### src/rtl/shift_left_logical_32bit_seq_if.sv
`default_nettype none
// +----------------------------------------------------------------------------+
// | Module   : shift_left_logical_32bit_seq_if                                 |
// | Purpose  : Handshake/data bundle for the sequential 32-bit left shifter.   |
// |            The master requests a shift; the slave (the shifter) answers.   |
// | Signals  : start - request pulse, sampled by the slave only when idle      |
// |            X     - 32-bit operand, captured on an accepted start           |
// |            Y     - 32-bit unsigned shift amount, captured with X           |
// |            busy  - shift in progress                                       |
// |            done  - one-cycle completion pulse                              |
// |            Z     - registered result, held until the next completion      |
// | Revision : 1.0  initial release                                            |
// +----------------------------------------------------------------------------+
interface shift_left_logical_32bit_seq_if;
  logic        start;
  logic [31:0] X;
  logic [31:0] Y;
  logic        busy;
  logic        done;
  logic [31:0] Z;

  modport master (
    output start, X, Y,
    input  busy, done, Z
  );

  modport slave (
    input  start, X, Y,
    output busy, done, Z
  );
endinterface
`default_nettype wire

### src/rtl/shift_left_logical_32bit_seq.sv
`default_nettype none
// +----------------------------------------------------------------------------+
// | Module   : shift_left_logical_32bit_seq                                    |
// | Purpose  : Multi-cycle 32-bit logical left shifter, Z = X << Y, zero fill. |
// |            Five logarithmic stages (shift by 1,2,4,8,16), one per clock.   |
// |            Y >= 32 yields 0 (Y is unsigned).                               |
// | Ports    : clk   - rising-edge clock                                       |
// |            rst_n - asynchronous active-low reset                           |
// |            bus   - slave modport: start/X/Y in, busy/done/Z out            |
// | Config   : SLL_EARLY_DONE_EN - when defined, a captured Y of 0 or >= 32    |
// |            completes one edge after acceptance instead of five.            |
// | Revision : 1.0  initial release                                            |
// +----------------------------------------------------------------------------+
module shift_left_logical_32bit_seq (
  input  logic                                clk,
  input  logic                                rst_n,
  shift_left_logical_32bit_seq_if.slave       bus
);

  typedef enum logic [0:0] {
    IDLE  = 1'b0,
    SHIFT = 1'b1
  } state_t;

  state_t      state, state_n;
  logic [31:0] work,  work_n;
  logic [31:0] amt,   amt_n;
  logic [2:0]  k,     k_n;
  logic [31:0] z_q,   z_n;
  logic        done_q, done_n;

  logic [31:0] stage_out;
  logic        big_amt;

  // Any set bit above bit 4 means a shift of 32 or more: everything falls off.
  assign big_amt = |amt[31:5];

  // One logarithmic stage: shift by 2^k when the matching amount bit is set.
  always_comb begin
    stage_out = work;
    if (amt[{2'b00, k}]) begin
      case (k)
        3'd0:    stage_out = work << 1;
        3'd1:    stage_out = work << 2;
        3'd2:    stage_out = work << 4;
        3'd3:    stage_out = work << 8;
        3'd4:    stage_out = work << 16;
        default: stage_out = work;
      endcase
    end
  end

  always_ff @(posedge clk or negedge rst_n) begin
    if (!rst_n) begin
      state  <= IDLE;
      work   <= 32'h0;
      amt    <= 32'h0;
      k      <= 3'd0;
      z_q    <= 32'h0;
      done_q <= 1'b0;
    end else begin
      state  <= state_n;
      work   <= work_n;
      amt    <= amt_n;
      k      <= k_n;
      z_q    <= z_n;
      done_q <= done_n;
    end
  end

  always_comb begin
    state_n = state;
    work_n  = work;
    amt_n   = amt;
    k_n     = k;
    z_n     = z_q;
    done_n  = 1'b0;
    case (state)
      IDLE: begin
        // Also reached in the done cycle, so back-to-back starts are accepted.
        if (bus.start) begin
          work_n  = bus.X;
          amt_n   = bus.Y;
          k_n     = 3'd0;
          state_n = SHIFT;
        end
      end
      SHIFT: begin
        work_n = stage_out;
        k_n    = k + 3'd1;
`ifdef SLL_EARLY_DONE_EN
        // Trivial amounts finish on the first stage edge with stages skipped.
        if ((k == 3'd0) && ((amt == 32'h0) || big_amt)) begin
          z_n     = big_amt ? 32'h0 : work;
          done_n  = 1'b1;
          state_n = IDLE;
        end else
`endif
        if (k == 3'd4) begin
          z_n     = big_amt ? 32'h0 : stage_out;
          done_n  = 1'b1;
          state_n = IDLE;
        end
      end
      default: state_n = IDLE;
    endcase
  end

  assign bus.busy = (state == SHIFT);
  assign bus.done = done_q;
  assign bus.Z    = z_q;

endmodule
`default_nettype wire
### src/flat_wrapper.sv
// flat-port wrapper written by rule: the top's interface ports become plain ports
module shift_left_logical_32bit_seq_flat 
  (clk, rst_n, bus_start, bus_X, bus_Y, bus_busy, bus_done, bus_Z);
  shift_left_logical_32bit_seq_if bus_i ();
  input  logic clk;
  input  logic rst_n;
  input wire logic [$bits(bus_i.start)-1:0] bus_start;
  input wire logic [$bits(bus_i.X)-1:0] bus_X;
  input wire logic [$bits(bus_i.Y)-1:0] bus_Y;
  output wire logic [$bits(bus_i.busy)-1:0] bus_busy;
  output wire logic [$bits(bus_i.done)-1:0] bus_done;
  output wire logic [$bits(bus_i.Z)-1:0] bus_Z;
  assign bus_i.start = bus_start;
  assign bus_i.X = bus_X;
  assign bus_i.Y = bus_Y;
  assign bus_busy = bus_i.busy;
  assign bus_done = bus_i.done;
  assign bus_Z = bus_i.Z;
  shift_left_logical_32bit_seq u_core (.clk(clk), .rst_n(rst_n), .bus(bus_i));
endmodule
### config.mk
export PLATFORM = sky130hd
export DESIGN_NAME = shift_left_logical_32bit_seq_flat
export DESIGN_NICKNAME = d
export VERILOG_FILES = /design/src/rtl/shift_left_logical_32bit_seq_if.sv /design/src/rtl/shift_left_logical_32bit_seq.sv /design/src/flat_wrapper.sv
export SDC_FILE = /design/constraint.sdc
export NUM_CORES = 1
export LEC_CHECK = 0
export CAP_MARGIN = 30
export CORE_UTILIZATION = 23
export CTS_CLUSTER_DIAMETER = 120
export DETAILED_ROUTE_END_ITERATION = 10
export GPL_ROUTABILITY_DRIVEN = 0
export GPL_TIMING_DRIVEN = 1
export PLACE_DENSITY = 0.48
export SETUP_SLACK_MARGIN = 0.5
export SLEW_MARGIN = 5
export SYNTH_ARGS = -nofsm -noshare
export SYNTH_HDL_FRONTEND = slang
export SYNTH_SLANG_ARGS = --single-unit
### constraint.sdc
create_clock -name clk -period 2.15 [get_ports clk]
set_input_delay 0.215 -clock clk [delete_from_list [all_inputs] [get_ports clk]]
set_output_delay 0.215 -clock clk [all_outputs]
set_load 0.01 [all_outputs]
==> results.txt <==
----------------------------------------------------
[Timing]
  Unrepaired setup endpoints after global routing ... true
  Final Hold Viols ... 0
  Worst-Margin Slew ... 0.421 ns
  Fin crit period ... 2.00 ns
  Max Fclk ... 499 MHz
  Worst max-slew margin expressed relative to the limit ... 71.9%
  Post-route setup TNS ... 0 ns
  Share of the clock period used by the worst path after layout ... 93.2%
  Max Slew Vio Count ... 0
  Final number of setup-violating endpoints ... 0
  Setup Skew ... 0.00984 ns

[Drt]
  Detailed Routing Iterations Pass 1 ... 9
  Post-route antenna net violation count ... 0
  Detailed Route WL ... 17.3 mm
  Post-DR wirelength/cell ... 18.1 microns
  Via count ... 4,700
  Remaining design rule violation count ... 7
  Initial drt markers ... 520
  Vias per cell ... 4.94

[Finish]
  Post-layout net count ... 739
  # diodes ... 0
  Commonest cells after routing, fill and taps aside ... sky130_fd_sc_hd__nand2_1 (165), sky130_fd_sc_hd__clkdlybuf4s50_1 (98), sky130_fd_sc_hd__dfrtp_1 (98)
  Most common cell after layout, fill and taps aside ... sky130_fd_sc_hd__nand2_1
  Layout Area Growth over Synthesis ... 39.2%
  Layout cell share with drive strength beyond 1 ... 14.9%
  Final core area utilization ... 33.0%

[Run status]
  Outcome ... complete, but fails checks
  Violations in the final reports ... DRC

[Power]
  Int Power ... 6.00 mW
  Combinational share of power ... 54.1%
  Maximum vdd ir drop ... 0.532 mV
  Total power density per cell area ... 1450 mW/mm^2
  Switching power of the nets ... 4.48 mW
  Part of the power in the clock network ... 15.2%
  Switching portion of total power ... 42.7%
  Total power ... 10.5 mW
  Fraction of power consumed by sequential logic ... 30.7%
  Static power due to leakage ... 3.12 nW

[Setup path]
  Critical-path cell list ... buf_6 -> buf_4 -> nor2b_1 -> a22oi_2 -> nand3_4 -> buf_4 -> a21oi_4 -> buf_6 -> o221a_2
  Startpoint Class ... register
  Critical path origin ... u_core.k[1]
  Worst endpoint required time ... 2.45 ns
  CP Capture Point ... u_core.work[3]
  Maximum cell stage delay along the critical path ... 0.40 ns
  Critical Path Stages ... 9
  Critical Setup Path Class ... register to register
  Reg-to-reg critical path startpoint ... u_core.k[1]
  Worst R2R End ... u_core.work[3]
  Cell family with the largest share of critical-path delay ... compound AO/OA/AOI/OAI gates
  Setup slack of the most critical reg-to-reg path ... 0.15 ns
  Critical path buffer and inverter count ... 4
  R2r worst-path depth ... 9
  Critical Path End Type ... register
  CP Max Fanout ... 10
  Crit path arrival time ... 2.30 ns
  Master of the slowest instance on the critical path ... sky130_fd_sc_hd__dfrtp_1

[Placement]
  Buffers added on ports ... 100
  Post-DP HPWL ... 11.7 mm

[CTS]
  Sink Count ... 101
  CTS tree ... done
  Cts bufs inserted ... 9
  Depth of the CTS H-tree ... 3
  Register clock-pin slew on the reported worst setup and hold paths ... 0.08 ns
  Clk Tree Root Cell ... sky130_fd_sc_hd__clkbuf_16
  Bufs on Longest Clock Path ... 2
  Clk Latency, worst-skew pair ... 0.35 ns

[Yosys]
  Share of synthesized flip-flops with an asynchronous set or reset ... 100%
  Most used DFF post-synth ... sky130_fd_sc_hd__dfrtp_1
  Syn_nets ... 631
  Area of the mapped netlist ... 0.00520 sq mm
  Ys Warns ... 0
  Post-synthesis cell type count ... 38
  Mapped Avg Cell Area ... 9.30 sq um
  Part of the Yosys area used for sequential elements ... 48.6%
  EDFF count, synth ... 0
  Synth Instances ... 559
  Yosys reg bits ... 101

[Global route]
  Total routing resource utilization after global routing ... 15.3%
  Number of global-route vias before repair ... 4,781
  Maximum number of pins on one net before global-route repair ... 38
  Total congestion overflow ... 0
  Global-route wire length before repair ... 27.6 mm
  Number of antenna violations at the first check in global routing ... 0

[Die]
  Number of placed I/O pins ... 101
  Height of the die ... 152 microns
  Width of the die ... 152 microns
  DIE AREA ... 0.0232 sq mm
  Row count ... 54
  Area of the core region ... 0.0220 sq mm
  Initial Utilization ... 23.7%

[Hold path]
  Tightest Hold Check Type ... input pin to async pin

[Job]
  Number of max-cap violations ... 0

----------------------------------------------------
[layout make-up]
cell class	instances	area [sq um]
Tap cell	280	350
Clock inverter	7	60.1
Inverter	27	106
Fill cell	2209	14700
Timing Repair Buffer	138	1460
Sequential cell	101	2530
Multi-Input combinational cell	390	2500
Clock buffer	9	225
[worst register-to-register path, cell delays in order (launching register included)]
cell and delay, ns:
sky130_fd_sc_hd__dfrtp_1 0.40, sky130_fd_sc_hd__buf_6 0.13, sky130_fd_sc_hd__buf_4 0.12, sky130_fd_sc_hd__nor2b_1 0.13
sky130_fd_sc_hd__a22oi_2 0.32, sky130_fd_sc_hd__nand3_4 0.13, sky130_fd_sc_hd__buf_4 0.17, sky130_fd_sc_hd__a21oi_4 0.17
sky130_fd_sc_hd__buf_6 0.17, sky130_fd_sc_hd__o221a_2 0.20
[stage by stage]
stage | instance area (sq um) | hold slack [ns] | cells | setup slack (ns)
after floorplan | 5290 | -0.0806 | 559 | 0.284
after global placement | 6600 | 0.143 | 921 | -0.163
after detailed placement | 6620 | 0.150 | 923 | 0.0867
after CTS | 7130 | 0.305 | 950 | 0.170
after global routing | 7240 | 0.332 | 952 | 0.0673
final | 7240 | 0.309 | 952 | 0.146
[logic make-up (layout without fill, tap and decap cells)]
kind of cell	count (synthesis)	after routing	synth area share [%]
AND/OR/NAND/NOR	198	199	15.6
AO/OA/AOI/OAI	144	144	20.0
flip-flops	101	101	48.6
buffers and inverters	69	181	6.09
multiplexers	42	42	8.43
adder cells (fa/ha/maj)	5	5	1.20
[cells in the mapped netlist, types with 2 or more instances]
cell type / instances / area (sq um)
sky130_fd_sc_hd__nand2_1: 165 / 619
sky130_fd_sc_hd__dfrtp_1: 101 / 2530
sky130_fd_sc_hd__o21ai_0: 45 / 225
sky130_fd_sc_hd__a22oi_1: 32 / 240
sky130_fd_sc_hd__mux2i_1: 28 / 280
sky130_fd_sc_hd__inv_1: 27 / 101
sky130_fd_sc_hd__clkbuf_1: 23 / 86.3
sky130_fd_sc_hd__a222oi_1: 21 / 210
sky130_fd_sc_hd__o21ai_1: 16 / 80.1
sky130_fd_sc_hd__mux2_2: 14 / 158
sky130_fd_sc_hd__nor2_1: 9 / 33.8
sky130_fd_sc_hd__a221o_1: 8 / 80.1
sky130_fd_sc_hd__a32o_1: 8 / 80.1
sky130_fd_sc_hd__buf_2: 7 / 35.0
sky130_fd_sc_hd__buf_4: 7 / 52.6
sky130_fd_sc_hd__nor2b_1: 7 / 43.8
sky130_fd_sc_hd__nor4_1: 6 / 37.5
sky130_fd_sc_hd__ha_1: 5 / 62.6
sky130_fd_sc_hd__buf_6: 3 / 33.8
sky130_fd_sc_hd__a21boi_0: 2 / 15.0
sky130_fd_sc_hd__a21boi_1: 2 / 15.0
sky130_fd_sc_hd__buf_1: 2 / 7.51
sky130_fd_sc_hd__nand2b_1: 2 / 12.5
sky130_fd_sc_hd__nand3_1: 2 / 10.0
sky130_fd_sc_hd__nand4_1: 2 / 12.5
sky130_fd_sc_hd__o221a_2: 2 / 22.5
sky130_fd_sc_hd__o31ai_1: 2 / 15.0
[per-layer routing]
layer,share of wire [%],vias up,global-route usage (%)
met4,1.8,0,4.57
li1,-,2204,-
met1,45,2261,20.0
met3,8.6,25,5.40
met5,0,-,0
met2,44,210,23.5
[power groups by stage]
stage | logic, mW | clock network [mW] | registers, mW
2_1_floorplan | 3.56 | 0 | 2.91
3_3_place_gp | 4.47 | 0 | 3.20
3_5_place_dp | 4.58 | 0 | 3.22
5_1_grt | 6.16 | 1.72 | 3.31
6_report | 5.67 | 1.59 | 3.22
4_1_cts | 5.30 | 1.65 | 3.19
[state kept, by name, summed over array words and instances (netlist names)]
name and flops:
u_core.bus.busy 1, u_core.bus.Z 32, u_core.work 32, u_core.amt 32
u_core.bus.done 1, u_core.k 3
[how the worst min path moves through the flow]
stage	from	end	slack [ns]
floorplan	rst_n	u_core.amt[0]	-0.08
global placement	rst_n	u_core.amt[8]	0.14
detailed placement	rst_n	u_core.amt[8]	0.15
CTS	rst_n	u_core.amt[8]	0.31
global route	rst_n	u_core.amt[4]	0.33
finish	rst_n	u_core.amt[4]	0.31
[what timing repair did]
action / 4_1_cts / 5_1_grt
pin swaps: 5 / 5
hold buffers: 1 / 0
gates resized for setup: 26 / 23
cloned: 3 / 1
buffers inserted: 7 / 1
setup endpoints to repair: 65 / 64
hold endpoints to repair: 22 / 0
(Power assumes the default switching activity.)
